### src/rtl/mux2x1_arbiter_if.sv
// Request/grant bundle between two requesters and the mux2x1 arbiter.
// Latency: none, wires only.
// Backpressure: none; requests are levels held while in use, grants are registered by the arbiter.
interface mux2x1_arbiter_if #(
    parameter int CNT_W = 4
);
    logic             req0;
    logic             req1;
    logic             gnt0;
    logic             gnt1;
    logic             sel;
    logic             busy;
    logic             switch;
    logic [CNT_W-1:0] hold_cnt;

    // Requester side: drives requests, observes grants and mux select.
    modport master (
        output req0,
        output req1,
        input  gnt0,
        input  gnt1,
        input  sel,
        input  busy,
        input  switch,
        input  hold_cnt
    );

    // Arbiter side.
    modport slave (
        input  req0,
        input  req1,
        output gnt0,
        output gnt1,
        output sel,
        output busy,
        output switch,
        output hold_cnt
    );
endinterface

### src/rtl/mux2x1_arbiter.sv
// Round-robin arbiter owning the select line of one shared 2:1 mux, with a hold limit under contention.
// Latency: one cycle from request to grant and sel; no combinational req-to-gnt path.
// Backpressure: a granted requester keeps the mux while requesting, preempted after MAX_HOLD cycles if the other waits.
module mux2x1_arbiter #(
    parameter int MAX_HOLD = 8,
    parameter int CNT_W    = 4
) (
    input  logic                  clk,
    input  logic                  rst_n,
    mux2x1_arbiter_if.slave       bus
);

    localparam logic [1:0] IDLE   = 2'd0;
    localparam logic [1:0] GRANT0 = 2'd1;
    localparam logic [1:0] GRANT1 = 2'd2;

    // Counter value at which a contested grant is handed over.
    localparam logic [CNT_W-1:0] HOLD_LAST = CNT_W'(MAX_HOLD - 1);

    logic [1:0]       state_q, state_d;
    logic             last_q, last_d;      // last requester served; loser of the next tie
    logic [CNT_W-1:0] hold_cnt_q, hold_cnt_d;
    logic             sel_q, sel_d;
    logic             switch_q, switch_d;
    logic             entering;

    // Next grant owner from current owner, requests and hold count.
    always_comb begin
        state_d = state_q;
        case (state_q)
            IDLE: begin
                if (bus.req0 && bus.req1) state_d = last_q ? GRANT0 : GRANT1;
                else if (bus.req0)        state_d = GRANT0;
                else if (bus.req1)        state_d = GRANT1;
                else                      state_d = IDLE;
            end
            GRANT0: begin
                if (!bus.req0)                         state_d = bus.req1 ? GRANT1 : IDLE;
                else if (bus.req1 && hold_cnt_q == HOLD_LAST) state_d = GRANT1;
                else                                   state_d = GRANT0;
            end
            GRANT1: begin
                if (!bus.req1)                         state_d = bus.req0 ? GRANT0 : IDLE;
                else if (bus.req0 && hold_cnt_q == HOLD_LAST) state_d = GRANT0;
                else                                   state_d = GRANT1;
            end
            default: state_d = IDLE;
        endcase
    end

    // Pointer, hold counter, and a sel that only moves on grant entry so the mux never glitches in IDLE.
    always_comb begin
        entering   = (state_d != IDLE) && (state_d != state_q);
        last_d     = last_q;
        hold_cnt_d = '0;
        sel_d      = sel_q;
        if (entering) begin
            last_d     = (state_d == GRANT1);
            sel_d      = (state_d == GRANT1);
            hold_cnt_d = '0;
        end else if (state_d != IDLE) begin
            hold_cnt_d = (hold_cnt_q == HOLD_LAST) ? hold_cnt_q : hold_cnt_q + 1'b1;
        end
        switch_d = (sel_d != sel_q);
    end

    // Registered arbiter state with synchronous reset; a reset mid-grant simply drops the grant.
    always_ff @(posedge clk) begin
        if (!rst_n) begin
            state_q    <= IDLE;
            last_q     <= 1'b1;
            hold_cnt_q <= '0;
            sel_q      <= 1'b0;
            switch_q   <= 1'b0;
        end else begin
            state_q    <= state_d;
            last_q     <= last_d;
            hold_cnt_q <= hold_cnt_d;
            sel_q      <= sel_d;
            switch_q   <= switch_d;
        end
    end

    assign bus.gnt0     = (state_q == GRANT0);
    assign bus.gnt1     = (state_q == GRANT1);
    assign bus.busy     = (state_q == GRANT0) || (state_q == GRANT1);
    assign bus.sel      = sel_q;
    assign bus.switch   = switch_q;
    assign bus.hold_cnt = hold_cnt_q;

endmodule

### src/flat_wrapper.sv
// flat-port wrapper written by rule: the top's interface ports become plain ports
module mux2x1_arbiter_flat 
#(
    parameter int MAX_HOLD = 8,
    parameter int CNT_W    = 4
)
  (clk, rst_n, bus_req0, bus_req1, bus_gnt0, bus_gnt1, bus_sel, bus_busy, bus_switch, bus_hold_cnt);
  mux2x1_arbiter_if #(.CNT_W(CNT_W)) bus_i ();
  input  logic clk;
  input  logic rst_n;
  input wire logic [$bits(bus_i.req0)-1:0] bus_req0;
  input wire logic [$bits(bus_i.req1)-1:0] bus_req1;
  output wire logic [$bits(bus_i.gnt0)-1:0] bus_gnt0;
  output wire logic [$bits(bus_i.gnt1)-1:0] bus_gnt1;
  output wire logic [$bits(bus_i.sel)-1:0] bus_sel;
  output wire logic [$bits(bus_i.busy)-1:0] bus_busy;
  output wire logic [$bits(bus_i.switch)-1:0] bus_switch;
  output wire logic [$bits(bus_i.hold_cnt)-1:0] bus_hold_cnt;
  assign bus_i.req0 = bus_req0;
  assign bus_i.req1 = bus_req1;
  assign bus_gnt0 = bus_i.gnt0;
  assign bus_gnt1 = bus_i.gnt1;
  assign bus_sel = bus_i.sel;
  assign bus_busy = bus_i.busy;
  assign bus_switch = bus_i.switch;
  assign bus_hold_cnt = bus_i.hold_cnt;
  mux2x1_arbiter #(.MAX_HOLD(MAX_HOLD), .CNT_W(CNT_W)) u_core (.clk(clk), .rst_n(rst_n), .bus(bus_i));
endmodule
### config.mk
export PLATFORM = sky130hd
export DESIGN_NAME = mux2x1_arbiter_flat
export DESIGN_NICKNAME = d
export VERILOG_FILES = /design/src/rtl/mux2x1_arbiter_if.sv /design/src/rtl/mux2x1_arbiter.sv /design/src/flat_wrapper.sv
export SDC_FILE = /design/constraint.sdc
export NUM_CORES = 1
export LEC_CHECK = 0
export CAP_MARGIN = 10
export CORE_MARGIN = 2
export CORE_UTILIZATION = 24
export DETAILED_ROUTE_END_ITERATION = 10
export HOLD_SLACK_MARGIN = 0.05
export PLACE_DENSITY_LB_ADDON = 0.08
export SKIP_CTS_REPAIR_TIMING = 1
export SYNTH_ARGS = -nofsm -noshare
export SYNTH_HDL_FRONTEND = slang
export SYNTH_SLANG_ARGS = --single-unit
export TNS_END_PERCENT = 10
### constraint.sdc
create_clock -name clk -period 2.5 [get_ports clk]
set_input_delay 0.5 -clock clk [delete_from_list [all_inputs] [get_ports clk]]
set_output_delay 0.5 -clock clk [all_outputs]
set_load 0.01 [all_outputs]
* Word-level counts from Yosys, hierarchy flattened
Cells that the tools add are included.
** Word-level totals
- Output and inout bits :: 9
- Register bits :: 9
- Bits of input ports :: 4
** Operators by class
- Multiplexer cells :: 11
- Bitwise logic cells :: 2
- Equal/unequal tests :: 6
- Add/subtract/negate cells :: 1
- Reductions and logical operators :: 8
** Operators by type and width (number)
- 2-to-1 mux 2 bit :: 8
- one-hot mux 2 bit (3 select lines) :: 1
- adder 4 x 1 -> 4 bit, second input constant :: 1
- equality test 2 bit, second input constant :: 2
- equality test 4 x 3 -> 1 bit, second input constant :: 1
- logical AND 1 bit :: 4
- OR reduction 3 bit :: 1
- equality test 2 x 1 -> 1 bit, second input constant :: 1
- logical NOT 2 bit :: 1
- 2-to-1 mux 1 bit :: 2
- != test 2 bit :: 1
- NOT 1 bit :: 2
- nonzero test 2 bit :: 1
- logical OR 1 bit :: 1
- != test 1 bit :: 1

* Depth between registers and ports, before layout
- Depth after elaboration :: 9
- Mapped depth :: 7
- Mapped depth without buffers :: 7

* Least setup slack after synthesis
OpenSTA, ideal clock, no wires.
- Path type :: register to register
- Start point :: register u_core.state_q[0]
- End point :: register u_core.last_q
- Setup slack :: 0.626 ns
- Cell stages (with the launch flop) :: 8
- Setup time :: 0.120 ns
- Arrival time :: 1.754 ns
- Buffers on the path :: 0
- Required time :: 2.380 ns
- Cells stage by stage :: dfxtp_1 inv_1 ha_1 and4b_1 a211oi_2 o41ai_1 a2bb2oi_2 a211o_1
** On the way
- Cells in the longest elaborated chain, start to end :: 4
- Elaborated cells between the ends (all ways) :: 8
** RTL lines
- start: declaration :: line mux2x1_arbiter.sv:20 : logic [1:0] state_q, state_d;
- start signal: assignment :: line mux2x1_arbiter.sv:76 : state_q <= state_d;
- equality test 2 bit *
- net bus_gnt1 :: line flat_wrapper.sv:14 : output wire logic [$bits(bus_i.gnt1)-1:0] bus_gnt1;
- one-hot mux 2 bit (3 select lines) * :: line mux2x1_arbiter.sv:30 : case (state_q)
- != test 2 bit or nonzero test 2 bit (tied branches) :: line mux2x1_arbiter.sv:53 : entering = (state_d != IDLE) && (state_d != state_q);
- logical AND 1 bit :: line mux2x1_arbiter.sv:53
- end signal: assignment :: line mux2x1_arbiter.sv:77 : last_q <= last_d;
- end: declaration :: line mux2x1_arbiter.sv:21 : logic last_q, last_d;
The timed path passes the listed nets; every way through them passes the cells marked *.
A chain may end at the register's enable or synchronous reset.

* Final worst setup path
- Start point :: register u_core.state_q[1]
- End point :: output port bus_gnt0
** On the way
- Cells in the longest elaborated chain, start to end :: 1
** RTL lines
- equality test 2 x 1 -> 1 bit :: line mux2x1_arbiter.sv:84 : assign bus.gnt0 = (state_q == GRANT0);
- end: declaration :: line flat_wrapper.sv:13 : output wire logic [$bits(bus_i.gnt0)-1:0] bus_gnt0;
No other way between the ends.

==> metrics.yaml <==
grtUsageMet1: 0.147
rsz0062_at_grt: "false"
cts_tree: "built"
power.density_nw_per_um2: 514
numCtsBuffers: 3
fin_ws_ps: 395
drt-total-wl_um: 1510
drt-pass1-iter-count: 4
yosys_register_bits: 9
ys_seq_area_frac: 0.276
nFillCells: 270
yosys.cell_types.count: 39
layout.cells.non_filler: 116
avgSynthCellArea_sq_um: 9.33
grt_max_degree: 8
vias: 585
synth_fp_nets: 79
cp.arrival_ps: 1610
maxSlewHeadroom: 0.730
synth_area_sq_um: 653
cpLargestDelayFamily: "buffers and inverters"
crit_required_ps: 2000
core.rowCount: 18
ys.flop_type: "dfxtp_1"
htree_levels: 1
insertion_delay_ps: 260
die_area_sq_um: 3150
area_growth_pct: 28.2
critPathKind: "reg -> out"
die_w_um: 56.2
tns_ps: 0
cp-start-kind: "register"
final_antenna_net_count: 0
reg2reg_from: "u_core.state_q[0]"
diodes: 0
numPortBuffers: 12
path_cells: "inv_1, ha_1, clkdlybuf4s50_1"
finalClockSkew_ps: 1.19
clk_pin_slew_ps: 60
synth_edf_count: 0
cp-end-kind: "output pin"
total_power_mw: 0.430
start_util: 0.259
top_usage_layer: "met2"
worstPathMaxFanout: 5
initialDrtViolationCount: 29
slew_viol_final: 0
synth_cells: 70
clock-root-buffer: "clkbuf_4"
die_y_um: 56.2
via_per_inst: 5.04
grtUsageMet3: 0.0186
async_reset_ff_frac: 0
wire_per_inst_um: 13.0
dpl.cell_count: 112
nets: 96
hold_viol_final: 0
period_share: 0.842
drcViolationCount: 0
dp_hpwl_um: 1190
crit_buf_inv: 2
io_pins: 13
met2_usage: 0.156
ir_worst_vdd_mv: 0.226
fp.coreArea_sq_um: 2520
min_from: "u_core.last_q"
drive_gt1_frac: 0.140
grt_pass1_vias: 560
crit_path_max_incr_delay_ps: 580
preCtsSetupSlack_ps: 243
fmax_mhz: 475
antenna_found_initial: 0
yosysWarningCount: 0
startpoint: "u_core.state_q[1]"
hold_class: "reg -> reg"
grt_util_all_layers: 0.106
cts.sinks: 9
worst_slew_pin_slew_ps: 400
cp_slowest_cell: "clkdlybuf4s50_1"
holdWs_ps: 525
setup_violations: 0
p_leak_nw: 0.353
grt_overflow: 0
min_period_ps: 2110
place.gp.congestion: 0.723
maxCapViolations: 0
grt_pass1_wl_um: 2660
cts_buffer_depth: 2
status: "finished clean"
[routing by layer]
layer  part of all wire  up-vias  wire (um)
met4             0.0086        0         13
met5                  0        -          0
li1                   -      306          -
met1               0.54      266        817
met2               0.42       11        636
met3              0.029        2         44
[cell usage after synthesis (all sizes together), types with 2 or more instances]
master	count	area [sq um]
mux2i	2	23.8
nor2	2	7.51
a211oi	4	35.0
and2	2	12.5
and2b	3	23.8
ha	5	62.6
o31a	2	17.5
a21oi	3	15.0
nand2	3	13.8
o31ai	2	15.0
nand3	3	15.0
dfxtp	9	180
nor3	3	20.0
nand2b	2	12.5
inv	5	18.8
a41oi	2	17.5
o21ai	2	10.0
[final timing paths]
path	endpoint	slack [ps]	cells past startpoint
max	bus_gnt0	390	3
min	u_core.last_q	520	1
max reg2reg	u_core.bus.sel	450	7
min reg2reg	u_core.last_q	520	1
[registers in the layout (all words and copies together) (netlist names)]
register	cells
u_core.last_q	1
u_core.bus.hold_cnt	4
u_core.state_q	2
u_core.bus.switch	1
u_core.bus.sel	1
[power by group]
group          internal, mW  switching (mW)
logic                0.0746          0.0776
clock network        0.0616          0.0515
registers             0.155         0.00958
total                 0.291           0.139
[worst reg2reg max path: cells and delay by family, from the launching register on]
kind	cells	cell delay, ps
simple gates	2	510
fa+ha+maj	1	280
flops	1	390
buf+inv	1	110
compound gates	3	690
[cells in the final DEF, fill, tap and decap left out, types with 3 or more instances in the layout]
cell type,instances
clkdlybuf4s50_1,12
dfxtp_1,9
inv_1,5
ha_1,5
nand3_1,3
a21oi_1,3
a211oi_1,3
clkbuf_4,3
[logic make-up (layout without fill, tap and decap cells)]
logic type,Yosys count,count (layout),synth area share
AOI/OAI and AO/OA,23,23,0.293
adders and majority gates,5,5,0.0958
xor gates and xnor gates,1,1,0.0134
buffers and inverters,5,21,0.0287
muxes,2,2,0.0364
and+or+nand+nor,25,25,0.257
DFF,9,9,0.276
[cell type report]
class                   count  area, sq um  area share
flip-flops and latches      9          180       0.215
repair buffers             12          120       0.143
clock buffers               4         26.3      0.0314
multi-input cells          56          454       0.543
well taps                  30         37.5      0.0448
inverters                   5         18.8      0.0224
[per-stage QoR]
| step | cell area (sq um) | util |
|---|---|---|
| floorplan | 653 | - |
| global placement | 811 | 0.321 |
| detailed placement | 811 | 0.321 |
| CTS | 837 | 0.332 |
| global route | 837 | 0.332 |
| finish | 837 | 0.332 |
Power figures use the tool's default switching activity.
